==> src/rtl/fp_stream_accumulator.sv <==
// Streaming FP32 summation controller wrapped around an external combinational adder.
// Registers operands into the adder and captures its sum/overflow one cycle later.
module fp_stream_accumulator #(
    parameter int COUNT_W = 8
) (
    input  logic               clk,
    input  logic               rst,
    input  logic               start,
    input  logic [COUNT_W-1:0] len,
    input  logic               in_valid,
    input  logic [31:0]        in_data,
    output logic               in_ready,
    output logic [31:0]        add_a,
    output logic [31:0]        add_b,
    input  logic [31:0]        add_sum,
    input  logic               add_ovf,
    output logic               out_valid,
    input  logic               out_ready,
    output logic [31:0]        out_data,
    output logic               out_overflow,
    output logic [COUNT_W-1:0] out_count,
    output logic               busy
);

    typedef enum logic [1:0] {
        IDLE,
        LOAD,
        ADD,
        DONE
    } state_t;

    state_t             state;
    state_t             stateNext;
    logic [COUNT_W-1:0] lenReg;
    logic [COUNT_W-1:0] cnt;
    logic [COUNT_W-1:0] cntInc;
    logic [31:0]        acc;
    logic [31:0]        opReg;
    logic               ovfSticky;
    logic               accept;
    logic               firstElem;

    assign cntInc    = cnt + COUNT_W'(1);
    assign accept    = in_valid && in_ready;
    assign firstElem = (cnt == '0);

    always_ff @(posedge clk) begin
        if (rst) begin
            state <= IDLE;
        end else begin
            state <= stateNext;
        end
    end

    always_comb begin
        stateNext = state;
        unique case (state)
            IDLE: begin
                if (start) begin
                    stateNext = (len == '0) ? DONE : LOAD;
                end
            end
            LOAD: begin
                if (accept) begin
                    if (firstElem) begin
                        stateNext = (lenReg == COUNT_W'(1)) ? DONE : LOAD;
                    end else begin
                        stateNext = ADD;
                    end
                end
            end
            ADD: begin
                stateNext = (cntInc == lenReg) ? DONE : LOAD;
            end
            DONE: begin
                if (out_ready) begin
                    stateNext = IDLE;
                end
            end
            default: stateNext = IDLE;
        endcase
    end

    // First element bypasses the adder; its overflow comes from an all-ones exponent.
    always_ff @(posedge clk) begin
        if (rst) begin
            lenReg    <= '0;
            cnt       <= '0;
            acc       <= '0;
            opReg     <= '0;
            ovfSticky <= 1'b0;
        end else begin
            unique case (state)
                IDLE: begin
                    if (start) begin
                        lenReg    <= len;
                        cnt       <= '0;
                        acc       <= '0;
                        opReg     <= '0;
                        ovfSticky <= 1'b0;
                    end
                end
                LOAD: begin
                    if (accept) begin
                        if (firstElem) begin
                            acc       <= in_data;
                            cnt       <= COUNT_W'(1);
                            ovfSticky <= &in_data[30:23];
                        end else begin
                            opReg <= in_data;
                        end
                    end
                end
                ADD: begin
                    acc       <= add_sum;
                    ovfSticky <= ovfSticky | add_ovf;
                    cnt       <= cntInc;
                end
                default: ;
            endcase
        end
    end

    assign in_ready     = (state == LOAD);
    assign out_valid    = (state == DONE);
    assign busy         = (state != IDLE);
    assign add_a        = acc;
    assign add_b        = opReg;
    assign out_data     = acc;
    assign out_overflow = ovfSticky;
    assign out_count    = cnt;

endmodule

==> config.mk <==
export PLATFORM = sky130hd
export DESIGN_NAME = fp_stream_accumulator
export DESIGN_NICKNAME = d
export VERILOG_FILES = /design/src/rtl/fp_stream_accumulator.sv
export SDC_FILE = /design/constraint.sdc
export NUM_CORES = 1
export LEC_CHECK = 0
export ABC_CLOCK_PERIOD_IN_PS = 2500
export CORE_UTILIZATION = 36
export CTS_CLUSTER_SIZE = 12
export DETAILED_ROUTE_END_ITERATION = 12
export PLACE_DENSITY = 0.76
export SLEW_MARGIN = 15
export SYNTH_ARGS = -nofsm -noshare
export SYNTH_HDL_FRONTEND = slang
export SYNTH_SLANG_ARGS = --single-unit
==> constraint.sdc <==
create_clock -name clk -period 2.5 [get_ports clk]
set_input_delay 0.25 -clock clk [delete_from_list [all_inputs] [get_ports clk]]
set_output_delay 0.25 -clock clk [all_outputs]
set_load 0.03 [all_outputs]
=== Word level (Yosys, flattened, before mapping) ===
Cells that the tools add are included.

* Flip-flop bits (word level): 83
* Input bits: 78
* Output and inout bits: 108
* Word-level logic and storage cells: 53

* $add $sub $neg: 1
* Equality and inequality tests: 10
* Multiplexer cells: 23
* Bitwise operators: 1
* Reductions and logical operators: 12

{| class="wikitable"
|+ Operators by type and width
! kind !! count
|-
| 32-bit 2-to-1 mux || 5
|-
| 32-bit one-hot mux with 3 select lines || 1
|-
| 32-bit one-hot mux with 2 select lines || 1
|-
| 8-bit 2-to-1 mux || 3
|-
| 8-bit one-hot mux with 3 select lines || 1
|-
| 8-bit logical NOT || 2
|-
| 2-bit 2-to-1 mux || 7
|-
| 8-bit by 1-bit adder with 8-bit output (second input constant) || 1
|-
| 8-bit by 1-bit == test with 1-bit output (second input constant) || 1
|-
| 8-bit == test || 1
|-
| 2-bit one-hot mux with 4 select lines || 1
|-
| 4-bit AND reduction || 2
|-
| 8-bit AND reduction || 1
|-
| 2-bit by 1-bit inequality test with 1-bit output (second input constant) || 3
|-
| 2-bit == test (second input constant) || 2
|-
| 2-bit inequality test (second input constant) || 2
|-
| 2-bit nonzero test || 2
|-
| 1-bit 2-to-1 mux || 3
|-
| 1-bit one-hot mux with 3 select lines || 1
|-
| 3-bit AND reduction || 1
|-
| 3-bit nonzero test || 1
|-
| 2-bit by 1-bit == test with 1-bit output (second input constant) || 1
|-
| 2-bit logical NOT || 1
|-
| 2-bit AND reduction || 1
|-
| other kinds (2) || 2
|}

=== Longest topological paths before layout ===
Gate-level depths: netlist of the first run.

* Depth in word-level cells: 5
* Mapped depth: 11

=== Worst setup path before layout of the first run ===
No wires, ideal clock.

* Path kind: reg2reg
* Start: register cnt[0], in the netlist out_count[0]
* End: register acc[29], in the netlist add_a[29]
* Setup time: 0.132 ns
* Arrival: 2.444 ns
* Data required time: 2.368 ns
* Setup slack: -0.076 ns
* Cell stages (with the launch flop): 12
* Path buffers: 3
* Cells stage by stage: dfxtp_1 > inv_1 > ha_1 > or4b_1 > nor4_2 > a21boi_1 > or3_1 > clkbuf_1 > buf_2 > clkbuf_1 > a221oi_1 > nor3_1

* Longest elaborated chain between the ends: 3

{| class="wikitable"
|+ RTL lines
! element !! RTL line !! text
|-
| start, declared || 35 || <nowiki>logic [COUNT_W-1:0] cnt;</nowiki>
|-
| start signal, assigned || 117 || <nowiki>cnt <= cntInc;</nowiki>
|-
| 8-bit logical NOT || 45 || <nowiki>assign firstElem = (cnt == '0);</nowiki>
|-
| 2-bit by 1-bit inequality test with 1-bit output (no line) || - ||
|-
| 4-bit AND reduction (no line) || - ||
|-
| end signal, assigned || 106 || <nowiki>acc <= in_data;</nowiki>
|-
| end signal, assigned || 115 || <nowiki>acc <= add_sum;</nowiki>
|-
| end, declared || 37 || <nowiki>logic [31:0] acc;</nowiki>
|}

No other way between the ends.
A chain may end at the register's enable or synchronous reset.

=== Worst setup path after layout of the first run ===
* Start: register cnt[0], in the netlist out_count[0]
* End: register cnt[7], in the netlist out_count[7]

* Longest elaborated chain between the ends: 3
* Elaborated cells on any way between the ends: 5
* Classes of those cells: 1 x add/sub; 1 x eq/ne; 1 x mux; 2 x reduce/logical

{| class="wikitable"
|+ RTL lines
! element
|-
| branches (longest 3 deep; another with 8-bit by 1-bit adder with 8-bit output)
|}

Several ways; the timed one is not identified.

==> summary.txt, run 1 <==
Detailed routing
  – Initial drt markers: 155
  – Drt first pass iters: 4
  – Routed vias/inst: 5.36
  – Vias: 3,781
  – Final wirelength: 12,100 µm
  – DRC: 0
  – Final ANT Viol Nets: 0
  – WL per Instance: 17.1 µm

Critical path
  – Crit-path max cell delay: 0.53 ns
  – Max stage delay cell, worst path: or4_1
  – Crit-path cells: inv_1, ha_1, or4b_4, nor4_4, a21boi_2, or3_4, or4_1, a21oi_1
  – Required time of the critical path: 2.79 ns
  – Crit Path Class: reg2reg
  – CP arrival: 2.70 ns
  – Reg2reg start: out_count[0]
  – Critical path launch point: out_count[0]
  – Crit path max fanout: 6
  – CP Launch Type: flip-flop
  – RR Endpoint: out_count[7]
  – Worst setup path end: out_count[7]
  – Setup slack, reg-to-reg: 0.09 ns
  – Setup crit end kind: flip-flop
  – Worst Reg-to-Reg Cells: 8

STA
  – Slew Limit Headroom: 62.2%
  – Final Cycle Share: 96.5%
  – Tmin final: 2.41 ns
  – Final hold vios: 0
  – Fmax: 415 MHz
  – Final setup violation count: 0
  – Worst setup margin: 0.0881 ns
  – Worst Tran Pin Value: 0.567 ns
  – Layout Skew: 0.0115 ns
  – Max Slew Vio Count: 0

Power and ir drop
  – Leakage dissipation: 2.15 nW
  – Psw: 0.00273 W
  – Share of power burned in registers: 29.6%
  – Sw Share: 44.3%
  – Power Density: 1070 nW/µm²
  – Total power: 0.00617 W
  – Combinational Power Share: 55.2%
  – Clock power frac: 15.3%
  – Maximum VDD drop: 0.000461 V
  – Cell Int Power: 0.00344 W

Min path
  – Worst hold start: rst
  – Type of the worst min-delay path: in2reg
  – Hold Path Depth: 2

Finish
  – Antenna diodes: 0
  – Fillers: 885
  – Count of nets after finishing: 652
  – Multi-input logic area: 1690 µm²
  – Area taken by flip-flops and latches: 1660 µm²
  – Design area: 5780 µm²
  – Fin util: 58.6%
  – Area growth from synthesis to layout: 55.9%
  – Share of cells above drive strength 1: 8.92%
  – Layout Cells excl Fill: 705

Die
  – Die W: 103 µm
  – Core ar.: 9860 µm²
  – Die area: 10,700 µm²
  – Row count: 36
  – Initial cell density of the core: 37.6%
  – Io pins: 186
  – Die height: 103 µm

Job
  – Max-Cap Viols: 0

Global routing
  – Initial antenna violation count: 0
  – Grt total ovfl: 0
  – First-pass GRT wire length: 18,600 µm
  – Vias in the first global route: 3,728
  – Total global-route track usage: 22.8%
  – Largest net degree at the start of global routing: 29

Status
  – Status: finished clean

CTS
  – TritonCTS clock tree: yes
  – CTS Buffer Depth: 2
  – H-tree depth: 3
  – Clk sinks: 83
  – Clock buffer count from CTS: 9
  – Clock transition at path regs: 0.08 ns
  – Clock Tree Root: clkbuf_8
  – Clk_lat worst skew: 0.36 ns

Placed design
  – Hpwl dp: 8800 µm
  – Worst slack, placed: -0.00255 ns
  – Cell Area, Placed: 5550 µm²
  – RD Place Congestion: 0.799
  – # placed instances: 688
  – Buffers on Ports: 185

Logic synthesis
  – Syn Nets: 498
  – Mapped Area: 3710 µm²
  – Syn Area/Cell: 8.98 µm²
  – YS warnings: 0
  – Synthesized netlist cell count: 413
  – Yosys top cell by area: dfxtp_1
  – Sequential element share of the synthesized area: 44.8%
  – Library cells used by synthesis: 37
  – Top-area cell type share of the netlist area: 44.8%
  – FF+latch count, synth: 83
  – Synth top area cells: dfxtp_1 (45%), a221oi_1 (7.8%), a22o_1 (7.6%)
==> worst min path at each step <==
| stage | end | slack (ns) |
|---|---|---|
| final | out_count[3] | 0.43 |
| after global routing | out_count[3] | 0.41 |
| after CTS | out_count[3] | 0.40 |
| after detailed placement | add_b[1] | 0.46 |
| after global placement | out_overflow | 0.46 |
| after floorplan | add_b[10] | 0.38 |
==> state kept, by name (all words and copies together) (netlist names) <==
signal / count
out_overflow: 1
state: 2
lenReg: 8
add_a: 32
out_count: 8
add_b: 32
==> cell families after synthesis <==
family,count (synthesis),share of synthesized area (%)
AOI/OAI and AO/OA,103,21.1
xor gates and xnor gates,11,2.60
adders and majority gates,7,2.36
buffers and inverters,73,10.8
DFF,83,44.8
and+or+nand+nor,136,18.3
==> through the flow <==
step                hold slack (ns)  setup TNS (ns)
floorplan                     0.376               0
global placement              0.462               0
detailed placement            0.463        -0.00255
CTS                           0.402               0
global route                  0.413        -0.00439
finish                        0.425               0
==> cell type report <==
| class | instances | area share, % |
|---|---|---|
| tap | 133 | 2.88 |
| clock inverter | 5 | 0.780 |
| sequential | 83 | 28.8 |
| clock buffer | 11 | 2.62 |
| inverter | 8 | 0.520 |
| multi-input combinational | 257 | 29.2 |
| timing repair buffer | 208 | 35.2 |
==> layout by cell type, fill, tap and decap left out, types with 2 or more instances in the layout <==
master / Yosys / routed
a211oi_1: 2 / 2
a21oi_1: 18 / 17
a221oi_1: 33 / 33
a22o_1: 32 / 32
and2_1: 5 / 5
and3_1: 4 / 4
buf_4: 32 / 22
clkbuf_8: 0 / 11
clkdlybuf4s50_1: 0 / 184
clkinv_4: 0 / 2
dfxtp_1: 83 / 81
dfxtp_2: 0 / 2
ha_1: 7 / 7
inv_1: 8 / 8
nand2_1: 16 / 16
nand3_1: 17 / 17
nand4b_1: 4 / 4
nor2_1: 39 / 38
nor3_1: 36 / 35
nor4_1: 3 / 3
o21ai_0: 11 / 11
or4_1: 4 / 3
xnor2_1: 8 / 8
xor2_1: 3 / 3
==> worst max-delay path: cells and delay by family (launching register included) <==
kind / cells / cell delay (ns)
buffers and inverters: 1 / 0.07
adders and majority gates: 1 / 0.14
AOI/OAI and AO/OA: 2 / 0.25
DFF: 1 / 0.33
and+or+nand+nor: 4 / 1.57
==> Yosys cell counts, drive strengths merged <==
cell type / number
dfxtp: 83
nor2: 39
buf: 36
nor3: 36
a221oi: 33
a22o: 32
clkbuf: 29
a21oi: 18
nand3: 17
nand2: 16
o21ai: 11
inv: 8
xnor2: 8
ha: 7
and2: 5
and3: 4
nand4b: 4
nor4: 4
or4: 4
xor2: 3
a211oi: 2
a21boi: 1
a21o: 1
a311oi: 1
a31oi: 1
and4b: 1
nand2b: 1
nand3b: 1
nand4: 1
nor4b: 1
o2111ai: 1
o211ai: 1
o31ai: 1
or3: 1
or4b: 1
==> metal layers <==
| layer | wire [µm] | global-route usage (%) |
|---|---|---|
| met5 | 0 | 0 |
| met4 | 148 | 7.91 |
| met3 | 822 | 4.77 |
| met2 | 6120 | 41.1 |
| met1 | 4980 | 26.7 |
==> what timing repair did <==
item	in CTS	in global routing
hold buffers	0	0
gates resized for setup	1	5
buffers inserted	0	1
setup endpoints to repair	3	14
pin swaps	0	0
==> power by group through the flow <==
stage	clock, W	combinational [W]	sequential (W)
finish	0.000943	0.00341	0.00182
global route	0.00103	0.00367	0.00186
CTS	0.000971	0.00340	0.00183
detailed placement	0	0.00339	0.00186
global placement	0	0.00334	0.00184
floorplan	0	0.00181	0.00226
(Power assumes the default switching activity.)
==> run 2, diff against run 1 <==
--- a/config.mk
+++ b/config.mk
@@ -7,7 +7,7 @@
 export LEC_CHECK = 0
 export ABC_CLOCK_PERIOD_IN_PS = 2500
 export CORE_UTILIZATION = 36
-export CTS_CLUSTER_SIZE = 12
+export CTS_CLUSTER_SIZE = 20
 export DETAILED_ROUTE_END_ITERATION = 12
 export PLACE_DENSITY = 0.76
 export SLEW_MARGIN = 15
==> results of run 2 <==
Same layout as run 1: the final DEF is identical, and so are final timing and power.
